## src/rtl/spike_readout.sv

```systemverilog
// Output-layer spike decoder: counts rising edges per neuron over a fixed window,
// then scans the counts to pick a winner and offers it through a valid/ready handshake.
module spike_readout #(
  parameter int N_OUT      = 3,
  parameter int IDX_W      = 2,
  parameter int CNT_W      = 8,
  parameter int WIN_CYCLES = 64,
  parameter int TIME_W     = 7
) (
  input  logic              clk,
  input  logic              reset,
  input  logic [N_OUT-1:0]  spike_in,
  input  logic              start,
  output logic              busy,
  output logic              result_valid,
  input  logic              result_ready,
  output logic [IDX_W-1:0]  winner,
  output logic [CNT_W-1:0]  winner_count,
  output logic [TIME_W-1:0] first_time,
  output logic              no_spike
);

  typedef enum logic [1:0] {IDLE, INTEGRATE, DECIDE, VALID} state_e;

  localparam int SCAN_W = $clog2(N_OUT + 1);

  state_e                         state_q, state_d;
  logic [TIME_W-1:0]              time_q, time_d;
  logic [N_OUT-1:0]               prev_q, prev_d;
  logic [N_OUT-1:0]               seen_q, seen_d;
  logic [N_OUT-1:0][CNT_W-1:0]    cnt_q, cnt_d;
  logic [N_OUT-1:0][TIME_W-1:0]   first_q, first_d;
  logic [SCAN_W-1:0]              scan_q, scan_d;
  logic [IDX_W-1:0]               best_idx_q, best_idx_d;
  logic [CNT_W-1:0]               best_cnt_q, best_cnt_d;
  logic [TIME_W-1:0]              best_first_q, best_first_d;
  logic [IDX_W-1:0]               winner_q, winner_d;
  logic [CNT_W-1:0]               winner_count_q, winner_count_d;
  logic [TIME_W-1:0]              first_time_q, first_time_d;
  logic                           no_spike_q, no_spike_d;

  logic [N_OUT-1:0]  spike_edge;
  logic [CNT_W-1:0]  cur_cnt;
  logic [TIME_W-1:0] cur_first;
  logic              take;

  assign spike_edge = spike_in & ~prev_q;

  // Mux out the neuron currently under the scan pointer.
  always_comb begin
    cur_cnt   = '0;
    cur_first = '0;
    for (int unsigned i = 0; i < N_OUT; i++) begin
      if (SCAN_W'(i) == scan_q) begin
        cur_cnt   = cnt_q[i];
        cur_first = first_q[i];
      end
    end
  end

  assign take = (cur_cnt > best_cnt_q) ||
                ((cur_cnt == best_cnt_q) && (cur_cnt != '0) && (cur_first < best_first_q));

  always_comb begin
    state_d        = state_q;
    time_d         = time_q;
    prev_d         = prev_q;
    seen_d         = seen_q;
    cnt_d          = cnt_q;
    first_d        = first_q;
    scan_d         = scan_q;
    best_idx_d     = best_idx_q;
    best_cnt_d     = best_cnt_q;
    best_first_d   = best_first_q;
    winner_d       = winner_q;
    winner_count_d = winner_count_q;
    first_time_d   = first_time_q;
    no_spike_d     = no_spike_q;

    unique case (state_q)
      IDLE: begin
        if (start) begin
          state_d = INTEGRATE;
          time_d  = '0;
          prev_d  = '0;
          seen_d  = '0;
          cnt_d   = '0;
          first_d = '0;
        end
      end
      INTEGRATE: begin
        prev_d = spike_in;
        for (int unsigned i = 0; i < N_OUT; i++) begin
          if (spike_edge[i]) begin
            if (cnt_q[i] != '1) cnt_d[i] = cnt_q[i] + 1'b1;
            if (!seen_q[i]) begin
              seen_d[i]  = 1'b1;
              first_d[i] = time_q;
            end
          end
        end
        time_d = time_q + 1'b1;
        if (time_q == TIME_W'(WIN_CYCLES - 1)) begin
          state_d      = DECIDE;
          scan_d       = '0;
          best_idx_d   = '0;
          best_cnt_d   = '0;
          best_first_d = '0;
        end
      end
      DECIDE: begin
        // One extra cycle after the last neuron commits the best-so-far to the outputs.
        if (scan_q == SCAN_W'(N_OUT)) begin
          state_d        = VALID;
          winner_d       = best_idx_q;
          winner_count_d = best_cnt_q;
          first_time_d   = best_first_q;
          no_spike_d     = (best_cnt_q == '0);
        end else begin
          if (take) begin
            best_idx_d   = IDX_W'(scan_q);
            best_cnt_d   = cur_cnt;
            best_first_d = cur_first;
          end
          scan_d = scan_q + 1'b1;
        end
      end
      VALID: begin
        if (result_ready) state_d = IDLE;
      end
      default: state_d = IDLE;
    endcase
  end

  always_ff @(posedge clk or negedge reset) begin
    if (!reset) begin
      state_q        <= IDLE;
      time_q         <= '0;
      prev_q         <= '0;
      seen_q         <= '0;
      cnt_q          <= '0;
      first_q        <= '0;
      scan_q         <= '0;
      best_idx_q     <= '0;
      best_cnt_q     <= '0;
      best_first_q   <= '0;
      winner_q       <= '0;
      winner_count_q <= '0;
      first_time_q   <= '0;
      no_spike_q     <= 1'b0;
    end else begin
      state_q        <= state_d;
      time_q         <= time_d;
      prev_q         <= prev_d;
      seen_q         <= seen_d;
      cnt_q          <= cnt_d;
      first_q        <= first_d;
      scan_q         <= scan_d;
      best_idx_q     <= best_idx_d;
      best_cnt_q     <= best_cnt_d;
      best_first_q   <= best_first_d;
      winner_q       <= winner_d;
      winner_count_q <= winner_count_d;
      first_time_q   <= first_time_d;
      no_spike_q     <= no_spike_d;
    end
  end

  assign busy         = (state_q == INTEGRATE) || (state_q == DECIDE);
  assign result_valid = (state_q == VALID);
  assign winner       = winner_q;
  assign winner_count = winner_count_q;
  assign first_time   = first_time_q;
  assign no_spike     = no_spike_q;

endmodule

```

## config.mk

```make
export PLATFORM = sky130hd
export DESIGN_NAME = spike_readout
export DESIGN_NICKNAME = d
export VERILOG_FILES = /design/src/rtl/spike_readout.sv
export SDC_FILE = /design/constraint.sdc
export NUM_CORES = 1
export LEC_CHECK = 0
export CAP_MARGIN = 25
export CORE_UTILIZATION = 47
export CTS_CLUSTER_DIAMETER = 200
export DETAILED_ROUTE_END_ITERATION = 8
export MAX_ROUTING_LAYER = met4
export PLACE_DENSITY = 0.69
export SYNTH_ARGS = -nofsm -noshare
export SYNTH_HDL_FRONTEND = slang
export SYNTH_SLANG_ARGS = --single-unit
```

## constraint.sdc

```tcl
create_clock -name clk -period 5.1 [get_ports clk]
set_clock_uncertainty 0.2 [all_clocks]
set_input_delay 0.51 -clock clk [delete_from_list [all_inputs] [get_ports clk]]
set_output_delay 0.51 -clock clk [all_outputs]
set_load 0.02 [all_outputs]
```

After elaboration in Yosys (flattened, before gate mapping)
Index checks and enable logic that the tools add are counted.
- reductions and logical operators: 24
- bitwise gates (word level): 2
- muxes and demuxes: 49
- $lt $le $gt $ge: 2
- eq/ne operators: 26
- add/sub/neg operators: 5
- operators with widths (operator ; count):
    2-to-1 mux 8 bit ; 12
    2-to-1 mux 7 bit ; 13
    case mux 24 bit (2 select lines) ; 1
    case mux 21 bit (2 select lines) ; 1
    AND reduction 4 bit ; 8
    inequality test 2 bit, second input constant ; 14
    case mux 7 bit (2 select lines) ; 2
    adder 8 x 1 -> 8 bit, second input constant ; 3
    2-to-1 mux 24 bit ; 1
    inequality test 8 bit, second input constant ; 3
    2-to-1 mux 21 bit ; 1
    2-to-1 mux 2 bit ; 8
    case mux 8 bit (2 select lines) ; 1
    case mux 3 bit (2 select lines) ; 2
    AND reduction 3 bit ; 4
    equality test 8 bit ; 1
    greater-than comparator 8 bit ; 1
    zero test 8 bit ; 1
    case mux 2 bit (2 select lines) ; 2
    case mux 2 bit (4 select lines) ; 1
    nonzero test 8 bit ; 1
    adder 7 x 1 -> 7 bit, second input constant ; 1
    equality test 7 x 6 -> 1 bit, second input constant ; 1
    less-than comparator 7 bit ; 1
    15 further kinds ; 24
- output and inout port bits: 20
- logic and storage cells: 128
- bits of input ports: 7
- register bits: 97

Logic depth before layout (Yosys ltp)
- depth in word-level cells: 11
- mapped depth: 14
- gate-level depth less buffers: 12

Worst setup path before layout
OpenSTA, ideal clock, no wires.
- path kind: register -> register
- start point: reg scan_q[0]
- end point: reg best_cnt_q[0]
- library setup time: 126 ps
- period minus slack after synthesis: 3585 ps
- arrival time: 3259 ps
- stages on the path, launching flop included: 15
- data required time: 4774 ps
- buffers on the path: 2
- slack: 1515 ps
- path through: dfrtp_1 -> inv_1 -> ha_1 -> clkbuf_1 -> nor2b_1 -> a22oi_1 -> o21ai_0 -> ha_1 -> a21o_1 -> a21o_1 -> a2111oi_2 -> o211a_4 -> buf_6 -> nor3_1 -> a221o_1
- longest elaborated chain between the ends: 10
- elaborated cells between the ends (all ways): 23
- those cells by class: order compare: 2; eq/ne: 6; mux: 9; reduce/logical: 6
- RTL lines (element ; line ; RTL):
    start: declaration ; 33 ; logic [SCAN_W-1:0] scan_q, scan_d;
    start signal: assignment ; 158 ; scan_q <= scan_d;
    parallel branches: the longest is 10 deep, another holds less-than comparator 7 bit ; - ;
    end signal: assignment ; 160 ; best_cnt_q <= best_cnt_d;
    end: declaration ; 35 ; logic [CNT_W-1:0] best_cnt_q, best_cnt_d;
Several ways; the timed one is not identified. The select of a mux whose other input is x is not followed.
A chain may end at the register's enable or synchronous reset.

Worst setup path after layout
- start point: reg scan_q[1]
- end point: reg best_cnt_q[7]
Same word-level chain as after synthesis.

==> reports/qor.yml <==
timing:
  timing.slew.headroom_pct: 37.5
  worstMarginPinSlew_ns: 0.937
  min_period_over_period_pct: 81.8
  maxSlewViolCount: 0
  rsz0062_at_grt: "false"
  hold_viol_final: 24
  totalNegativeSetupSlack_ns: 0
  min_period_ns: 4.17
  holdWs_ns: -0.0108
  finalSetupViolCount: 0
  max_freq_ghz: 0.240
drt:
  wl_per_cell_um: 16.7
  first_pass_iters: 5
  initialDrtViolationCount: 337
  wl_um: 12200
  viasPerCell: 5.88
  vias: 4301
  postRouteAntennaNets: 0
  drc: 0
power:
  p_total_mw: 1.89
  vdd.ir_drop.worst_mv: 0.292
  p_per_area_nw_per_um2: 313
  p_leak_nw: 2.58
clocking:
  ctsHoldBuffers: 0
  h-tree-depth: 3
  clk_latency_ns: 0.35
  ctsResizeCount: 0
  cts_buffers: 9
  clk_pin_slew_ns: 0.07
  clock_sinks: 97
  post_cts_buffers: 0
  clock-root-buffer: "clkbuf_16"
  tritoncts: "built"
  clock_path_buffers: 2
placed_design:
  portBuffers: 26
  gp_congestion: 0.850
  dpl.hpwl_um: 8660
critical_path:
  worst_path_largest_cell_delay_ns: 0.69
  cp-end-kind: "register"
  path_max_fanout: 25
  cp_cell_sequence: "inv_1 -> ha_1 -> nor2b_1 -> a22oi_1 -> o21ai_0 -> ha_1 -> a21o_1 -> a21o_1 -> a2111oi_2 -> o211ai_2 -> a21oi_1 -> a32o_1"
  slowest_stage: "ha_1"
  crit_type: "reg -> reg"
  cp.arrival_ns: 4.26
  start_kind: "register"
  required_ns: 5.19
synthesis:
  syn_area_per_cell_um2: 9.29
  synth-edff-count: 0
  syn-instance-count: 579
  synth_top_cell_by_area: "dfrtp_1"
  ys_seq_area_share_pct: 45.1
  ys_ff_latch: 97
  synth_top_area_share_pct: 45.1
  yosys_warnings: 0
  yosys-top-cells-count: "dfrtp_1, nand2_1, o21ai_0"
  yosysUniqueCellTypes: 54
  async_reset_ff_share_pct: 100
  synthTopCellsByArea: "dfrtp_1, ha_1, nand2_1"
  yosysMostFrequentCell: "dfrtp_1"
  netlist_area_um2: 5380
  synth_nets: 613
  synth_flop_cell: "dfrtp_1"
floorplan:
  die_area_um2: 11900
  die_h_um: 109
  ioPinCount: 27
  row_count: 38
  start_util_pct: 49.0
  die_w_um: 109
  core_area_um2: 11000
global_route:
  grt_pass1_wl_um: 20900
  grt_max_degree: 53
  grt.overflow.total: 0
  grt_use_total_pct: 23.9
  antenna_found_initial: 0
  grt_pass1_vias: 4047
cells_and_area:
  layout.nets: 621
  areaGrowthSynthToFinish_pct: 12.0
  drive_gt1_share_pct: 7.77
  n_fill_cell: 1011
  num_antenna_cells: 0
min_path:
  min_path_type: "in -> async"
flow_run:
  cap_violations: 0
run_status:
  violations: "negative hold slack"
  status: "complete, but fails checks"
path summary, 6_finish.rpt:
path                                from       endpoint  slack [ns]  cells past startpoint
setup / recovery               scan_q[1]  best_cnt_q[7]        0.93                     12
hold / removal                     reset      winner[1]       -0.01                      1
setup reg to reg               scan_q[1]  best_cnt_q[7]        0.93                     12
hold reg to reg            first_time[4]  first_time[4]        0.28                      2
max in group asynchronous          reset    first_q[17]        3.63                      2
min in group clk           first_time[4]  first_time[4]        0.28                      2
power by group:
| group | switching, mW | internal (mW) | leakage [nW] |
|---|---|---|---|
| registers | 0.0899 | 0.839 | 1.27 |
| clock network | 0.298 | 0.397 | 0.143 |
| logic | 0.148 | 0.114 | 1.17 |
final cells by class:
cell class              instances  area, um^2  share of cell area [%]
multi-input cells             424        2710                    45.0
flip-flops and latches         97        2430                    40.3
repair buffers                 31         315                    5.24
clock buffers                  11         243                    4.03
well taps                     140         175                    2.91
inverters                      24        90.1                    1.50
clock inverters                 5        62.6                    1.04
sequential cells by signal (all words and copies together), names as in the netlist, 3 cells and up:
register,cells
cnt_q,24
first_q,21
best_cnt_q,8
winner_count,8
best_first_q,7
first_time,7
time_q,7
prev_q,3
seen_q,3
placed cells by master, fill, tap and decap left out, types with 2 or more instances in the layout:
cell,instances
nand3_1,28
xor2_1,16
mux2_2,7
and3_1,14
ha_1,27
o221ai_1,2
a21oi_1,29
nand4_1,10
a221o_1,11
or4_4,2
nor3_1,13
dfrtp_1,97
inv_6,2
a22oi_1,8
clkinvlp_4,2
a211oi_1,2
buf_4,5
clkdlybuf4s50_1,25
nor4_1,4
nor4_2,6
mux2i_1,4
clkbuf_16,9
nand2_1,83
a32o_1,6
xnor2_1,4
o211ai_1,2
nor2b_1,12
a32oi_1,3
o21ai_0,60
inv_1,23
or3_1,3
nand2b_1,4
a21o_1,3
a21oi_2,4
nand3b_1,10
nor2_1,30
cells by family after synthesis:
group / synth area share, %
AND/OR/NAND/NOR: 20.7
flip-flops: 45.1
AO/OA/AOI/OAI: 18.0
XOR/XNOR: 3.26
adder cells (fa/ha/maj): 6.28
multiplexers: 2.21
buffers and inverters: 4.49
metal layers:
metal / global-route usage, % / part of all wire [%] / wire length (um) / vias up
met5: - / 0 / 0 / -
met4: 8.78 / 1.3 / 165 / 0
met3: 4.90 / 3.3 / 410 / 11
met2: 35.4 / 47 / 5720 / 72
met1: 32.2 / 49 / 5950 / 2118
li1: - / - / - / 2100
worst max-delay path, delay by kind of cell (launching register included):
| family | cells | cell delay [ns] |
|---|---|---|
| adder cells (fa/ha/maj) | 2 | 1.05 |
| flip-flops | 1 | 0.43 |
| AND/OR/NAND/NOR | 1 | 0.26 |
| buffers and inverters | 1 | 0.12 |
| AO/OA/AOI/OAI | 8 | 2.05 |
per-stage QoR:
| step | utilization [%] | worst slack (ns) | hold slack (ns) | area (um^2) | cells |
|---|---|---|---|---|---|
| 2_1_floorplan | - | 1.51 | 0.0144 | 5380 | 579 |
| 3_3_place_gp | 51.8 | 1.22 | 0.261 | 5690 | 715 |
| 3_5_place_dp | 51.8 | 1.05 | 0.270 | 5690 | 715 |
| 4_1_cts | 54.6 | 1.01 | 0.00844 | 5990 | 731 |
| 5_1_grt | 54.8 | 0.630 | 0.0497 | 6020 | 732 |
| 6_report | 54.8 | 0.929 | -0.0108 | 6020 | 732 |
(Power assumes the default switching activity.)
